[config.mk]
export PLATFORM = sky130hd
export DESIGN_NAME = bcd_scan_display
export DESIGN_NICKNAME = d
export VERILOG_FILES = /design/src/rtl/bcd_disp_pkg.sv /design/src/rtl/bcd_to_seg7.sv /design/src/rtl/bcd_scan_display.sv
export SDC_FILE = /design/constraint.sdc
export NUM_CORES = 1
export LEC_CHECK = 0
export ABC_AREA = 1
export BUFFER_PORTS_ARGS = -buffer_cell sky130_fd_sc_hd__buf_2
export CAP_MARGIN = 20
export CELL_PAD_IN_SITES_DETAIL_PLACEMENT = 1
export CELL_PAD_IN_SITES_GLOBAL_PLACEMENT = 1
export CORE_MARGIN = 2
export CORE_UTILIZATION = 35
export CTS_CLUSTER_DIAMETER = 150
export DETAILED_ROUTE_END_ITERATION = 6
export PLACE_DENSITY = 0.68
export SLEW_MARGIN = 40
export SYNTH_ARGS = -nofsm -noshare
export SYNTH_HDL_FRONTEND = slang
export SYNTH_SLANG_ARGS = --single-unit
[constraint.sdc]
create_clock -name clk -period 5.86 [get_ports clk]
set_clock_uncertainty 0.05 [all_clocks]
set_input_delay 0.586 -clock clk [delete_from_list [all_inputs] [get_ports clk]]
set_output_delay 0.586 -clock clk [all_outputs]
set_load 0.005 [all_outputs]
[src/rtl/bcd_disp_pkg.sv]
`default_nettype none
// ============================================================================
// bcd_disp_pkg : shared constants and types for the BCD scanned display
// Rev 1.0
// ============================================================================
package bcd_disp_pkg;

  localparam int NUM_DIGITS = 6;

  // Active-low segment patterns, bit order {g,f,e,d,c,b,a}
  localparam logic [6:0] SEG_0     = 7'b1000000;
  localparam logic [6:0] SEG_1     = 7'b1111001;
  localparam logic [6:0] SEG_2     = 7'b0100100;
  localparam logic [6:0] SEG_3     = 7'b0110000;
  localparam logic [6:0] SEG_4     = 7'b0011001;
  localparam logic [6:0] SEG_5     = 7'b0010010;
  localparam logic [6:0] SEG_6     = 7'b0000010;
  localparam logic [6:0] SEG_7     = 7'b1111000;
  localparam logic [6:0] SEG_8     = 7'b0000000;
  localparam logic [6:0] SEG_9     = 7'b0010000;
  localparam logic [6:0] SEG_DASH  = 7'b0111111;
  localparam logic [6:0] SEG_BLANK = 7'b1111111;

  localparam logic [2:0] IDX_S2 = 3'd0;
  localparam logic [2:0] IDX_S1 = 3'd1;
  localparam logic [2:0] IDX_M2 = 3'd2;
  localparam logic [2:0] IDX_M1 = 3'd3;
  localparam logic [2:0] IDX_H2 = 3'd4;
  localparam logic [2:0] IDX_H1 = 3'd5;

  typedef struct packed {
    logic [1:0] h1;
    logic [3:0] h2;
    logic [2:0] m1;
    logic [3:0] m2;
    logic [2:0] s1;
    logic [3:0] s2;
  } time_snap_t;

  // Zero-extended digit shown in a given slot
  function automatic logic [3:0] slot_digit(input time_snap_t t, input logic [2:0] idx);
    logic [3:0] d;
    d = 4'd0;
    case (idx)
      IDX_S2:  d = t.s2;
      IDX_S1:  d = {1'b0, t.s1};
      IDX_M2:  d = t.m2;
      IDX_M1:  d = {1'b0, t.m1};
      IDX_H2:  d = t.h2;
      IDX_H1:  d = {2'b00, t.h1};
      default: d = 4'd0;
    endcase
    return d;
  endfunction

endpackage
`default_nettype wire

[src/rtl/bcd_to_seg7.sv]
`default_nettype none
// ============================================================================
// bcd_to_seg7 : 4-bit BCD to active-low 7-segment decoder, dash for 10..15
// Rev 1.0
// ============================================================================
module bcd_to_seg7
  import bcd_disp_pkg::*;
(
  input  logic [3:0] bcd,
  output logic [6:0] seg_n
);

  always_comb begin
    seg_n = SEG_DASH;
    case (bcd)
      4'd0:    seg_n = SEG_0;
      4'd1:    seg_n = SEG_1;
      4'd2:    seg_n = SEG_2;
      4'd3:    seg_n = SEG_3;
      4'd4:    seg_n = SEG_4;
      4'd5:    seg_n = SEG_5;
      4'd6:    seg_n = SEG_6;
      4'd7:    seg_n = SEG_7;
      4'd8:    seg_n = SEG_8;
      4'd9:    seg_n = SEG_9;
      default: seg_n = SEG_DASH;
    endcase
  end

endmodule
`default_nettype wire

[src/rtl/bcd_scan_display.sv]
`default_nettype none
// ============================================================================
// bcd_scan_display : snapshots HH:MM:SS once per frame and multiplexes it onto
//                    one 7-segment bus with active-low anodes and ghost blanking
// Rev 1.0
// ============================================================================
module bcd_scan_display
  import bcd_disp_pkg::*;
#(
  parameter int SCAN_DIV   = 1000,
  parameter int BLANK_CYC  = 1,
  parameter int BLANK_LEAD = 1
) (
  input  logic                  clk,
  input  logic                  reset,
  input  logic [1:0]            h1,
  input  logic [3:0]            h2,
  input  logic [2:0]            m1,
  input  logic [3:0]            m2,
  input  logic [2:0]            s1,
  input  logic [3:0]            s2,
  output logic [NUM_DIGITS-1:0] an,
  output logic [6:0]            seg,
  output logic                  dp,
  output logic                  frame_tick
);

  localparam int PRESC_W = (SCAN_DIV > 1) ? $clog2(SCAN_DIV) : 1;

  logic [PRESC_W-1:0]    presc_q, presc_d;
  logic [2:0]            idx_q, idx_d;
  time_snap_t            snap_q, snap_d;
  logic [NUM_DIGITS-1:0] an_q, an_d;
  logic [6:0]            seg_q, seg_d;
  logic                  dp_q, dp_d;
  logic                  frame_tick_q, frame_tick_d;

  logic                  presc_wrap;
  logic                  frame_end;
  logic                  blank_phase;
  logic [3:0]            cur_digit;
  logic [6:0]            dec_seg;

  bcd_to_seg7 u_dec (
    .bcd   (cur_digit),
    .seg_n (dec_seg)
  );

  always_comb begin
    presc_wrap   = (presc_q == PRESC_W'(SCAN_DIV - 1));
    frame_end    = presc_wrap && (idx_q == IDX_H1);
    blank_phase  = (presc_q < PRESC_W'(BLANK_CYC));
    cur_digit    = slot_digit(snap_q, idx_q);

    presc_d      = presc_wrap ? '0 : presc_q + 1'b1;
    idx_d        = idx_q;
    if (presc_wrap) begin
      idx_d = (idx_q == IDX_H1) ? IDX_S2 : idx_q + 3'd1;
    end

    // The capture edge is also the edge that starts the next frame at slot 0
    snap_d       = snap_q;
    if (frame_end) begin
      snap_d = '{h1: h1, h2: h2, m1: m1, m2: m2, s1: s1, s2: s2};
    end
    frame_tick_d = frame_end;

    an_d = blank_phase ? {NUM_DIGITS{1'b1}} : ~(NUM_DIGITS'(1) << idx_q);

    seg_d = dec_seg;
    if ((BLANK_LEAD != 0) && (idx_q == IDX_H1) && (cur_digit == 4'd0)) begin
      seg_d = SEG_BLANK;
    end

    dp_d = !(!blank_phase && ((idx_q == IDX_M2) || (idx_q == IDX_H2)));
  end

  always_ff @(posedge clk or posedge reset) begin
    if (reset) begin
      presc_q      <= '0;
      idx_q        <= IDX_S2;
      snap_q       <= '0;
      an_q         <= {NUM_DIGITS{1'b1}};
      seg_q        <= SEG_BLANK;
      dp_q         <= 1'b1;
      frame_tick_q <= 1'b0;
    end else begin
      presc_q      <= presc_d;
      idx_q        <= idx_d;
      snap_q       <= snap_d;
      an_q         <= an_d;
      seg_q        <= seg_d;
      dp_q         <= dp_d;
      frame_tick_q <= frame_tick_d;
    end
  end

  assign an         = an_q;
  assign seg        = seg_q;
  assign dp         = dp_q;
  assign frame_tick = frame_tick_q;

endmodule
`default_nettype wire

==> results.py <==
metrics = {
    "run_status": {
        "status": "finished clean",
    },
    "final_layout": {
        "diodes": 0,
        "layout.nets": 353,
        "multi_input_area_um2": 1010,
        "nFillCells": 831,
        "drive_above_1_share": 0.263,
        "stdcell_count": 403,
        "area_growth_pct": 14.6,
        "ff_latch_area_um2": 1220,
    },
    "synth": {
        "synth_compound_area_frac": 0.0202,
        "synth_xor_area_frac": 0.0109,
        "synth_area_um2": 2410,
        "synth_edf_count": 0,
        "synth_mux_area_frac": 0,
        "async_reset_ff_frac": 1.00,
        "netlist_instances": 285,
        "synthSimpleGateAreaFrac": 0.341,
        "synth_common_cells": "nand2_1, dfrtp_1, nand3_1",
        "yosysSeqAreaShare": 0.505,
        "synth_top_area_frac": 0.353,
        "synth_area_leaders": "dfrtp_1, nand2_1, dfstp_2",
        "synth.distinct_cells": 30,
        "synth_ff_type": "dfrtp_1",
        "synth_most_common_cell": "nand2_1",
        "synth_area_per_cell_um2": 8.46,
        "ys.warnings.count": 0,
        "synth_top_family_by_area": "simple AND/OR/NAND/NOR gates",
        "synthAdderAreaFrac": 0.0467,
        "synth_nets": 316,
        "ys_ff_latch": 48,
        "yosys.area.top_type": "dfrtp_1",
    },
    "critical_path": {
        "reg2reg_to": "seg[4]",
        "ff2ff_setup_slack_ns": 3.46,
        "r2r-start": "idx_q[2]",
        "end_kind": "register",
        "cp.required_ns": 6.05,
        "setup.worst_path.start": "idx_q[2]",
        "cp_max_fo": 14,
        "worstSetupEndpoint": "seg[4]",
        "cp_data_arrival_time_ns": 2.59,
        "rr_worst_depth": 14,
        "start_kind": "register",
        "path_class": "register to register",
    },
    "cts": {
        "postCtsSetupRepairBufs": 0,
        "cts.sinks": 48,
        "numCtsBuffers": 5,
        "cts_max_level": 2,
        "hold_buffers": 0,
        "cts_buffer_depth": 2,
        "clockRootBuffer": "clkbuf_8",
        "cts_resized": 0,
        "path_clk_slew_ns": 0.09,
        "cts_tree": "built",
        "clkLatencyLatePin_ns": 0.30,
    },
    "floorplanning": {
        "ios": 37,
        "rows": 30,
        "die_w_um": 87.0,
        "die_area_um2": 7570,
        "die_h_um": 87.0,
        "core_um2": 6720,
        "start_util": 0.359,
    },
    "grt": {
        "grt_max_degree": 49,
        "overflow": 0,
        "grt_pass1_vias": 2026,
        "antenna_found_initial": 0,
        "grt_pass1_wl_um": 9270,
        "track_usage": 0.157,
    },
    "detailed_routing": {
        "wl_um": 5240,
        "drtIter0Drc": 40,
        "ant_nets": 0,
        "viasPerCell": 4.78,
        "drc": 0,
        "via_count": 1925,
        "dr.pass1.iters": 4,
        "routedWlPerCell_um": 13.0,
    },
    "sta": {
        "setup_violations": 0,
        "tns_ns": 0,
        "max_slew_margin": 0.602,
        "fin_ws_ns": 3.46,
        "finalHoldViolCount": 0,
        "layout_min_cycle_time_ns": 2.40,
        "worstMarginPinSlew_ns": 0.597,
        "post-route-period-util": 0.409,
        "slew_violations": 0,
        "rsz0062_at_grt": "no",
        "fmax_ghz": 0.417,
    },
    "place": {
        "hpwl_um": 3960,
        "numPortBuffers": 36,
        "dp_slack_ns": 3.48,
        "globalplace.congestion": 0.837,
        "dp_cells": 395,
    },
    "power_and_ir_drop": {
        "swShare": 0.198,
        "power_leakage_nw": 1.39,
        "irDropWorstVdd_uv": 84.9,
        "pwr_density_cell_nw_per_um2": 220,
        "p_int_w": 0.000487,
        "switchingPower_w": 0.000120,
        "pwr-share-comb": 0.023,
        "pwr-share-seq": 0.546,
        "pwr-share-clk": 0.431,
    },
    "run": {
        "drv_cap": 0,
    },
    "worst_hold_path": {
        "hp-class": "primary input to asynchronous set/reset pin",
    },
}
==> power groups by stage <==
stage	logic (W)	registers, W	clock network (W)
after floorplan	0.00000477	0.000338	0
after global placement	0.0000141	0.000338	0
after detailed placement	0.0000147	0.000338	0
after CTS	0.0000146	0.000332	0.000272
after global routing	0.0000164	0.000332	0.000285
final	0.0000137	0.000331	0.000262
==> worst min path at each step <==
stage,endpoint,slack (ns),cells past startpoint
floorplan,snap_q[11],0.40,2
global placement,snap_q[3],0.42,2
detailed placement,snap_q[10],0.42,2
CTS,presc_q[9],0.33,2
global route,presc_q[8],0.35,2
finish,idx_q[1],0.30,2
==> registers in the layout (all words and copies together) (netlist names) <==
signal,count
presc_q,10
snap_q,20
frame_tick,1
idx_q,3
seg,7
an,6
dp,1
==> placed cells by master, fill, tap and decap left out, types with 3 or more instances in the layout <==
cell type and instances:
nand4_1 4, buf_2 36, nor2_1 19, nand2_1 99, nand2_2 12, inv_1 23
dfstp_2 14, clkbuf_8 7, xor2_1 3, ha_1 9, nor3_1 3, dfrtp_1 34
inv_2 5, a21oi_1 3, nand3_1 32
==> cells by family after synthesis <==
family          after synthesis
xor+xnor                      3
simple gates                179
fa+ha+maj                     9
buf+inv                      37
flops                        48
compound gates                9
==> worst max-delay path, cell delays in order (launching register included) <==
cell	delay, ns
dfrtp_1	0.64
inv_2	0.14
ha_1	0.29
nand2_1	0.09
nand2_1	0.05
nor2_1	0.17
nand2_1	0.10
nand2_1	0.16
inv_1	0.11
ha_1	0.21
inv_1	0.06
nand3_1	0.07
nand2_1	0.09
nand2_1	0.05
nand3_1	0.07
==> metrics by stage <==
stage | cell area, µm² | util | hold WS (ns) | power [W]
global route | 2760 | 0.411 | 0.351 | 0.000633
floorplan | 2410 | - | 0.399 | 0.000342
finish | 2760 | 0.411 | 0.300 | 0.000607
global placement | 2640 | 0.392 | 0.421 | 0.000352
detailed placement | 2640 | 0.393 | 0.415 | 0.000352
CTS | 2760 | 0.411 | 0.326 | 0.000618
==> layout make-up <==
cell class,instances,share of cell area
sequential,48,0.441
multi-input combinational,200,0.365
timing repair buffer,36,0.0652
inverter,31,0.0466
tap,80,0.0362
clock buffer,7,0.0349
clock inverter,1,0.0109
==> per-layer routing <==
layer | wire length (µm) | track usage | part of all wire
met1 | 2510 | 0.200 | 0.48
met2 | 2510 | 0.272 | 0.48
met3 | 147 | 0.0284 | 0.028
met4 | 69 | 0.0469 | 0.013
met5 | 0 | 0 | 0
(Power assumes the default switching activity.)
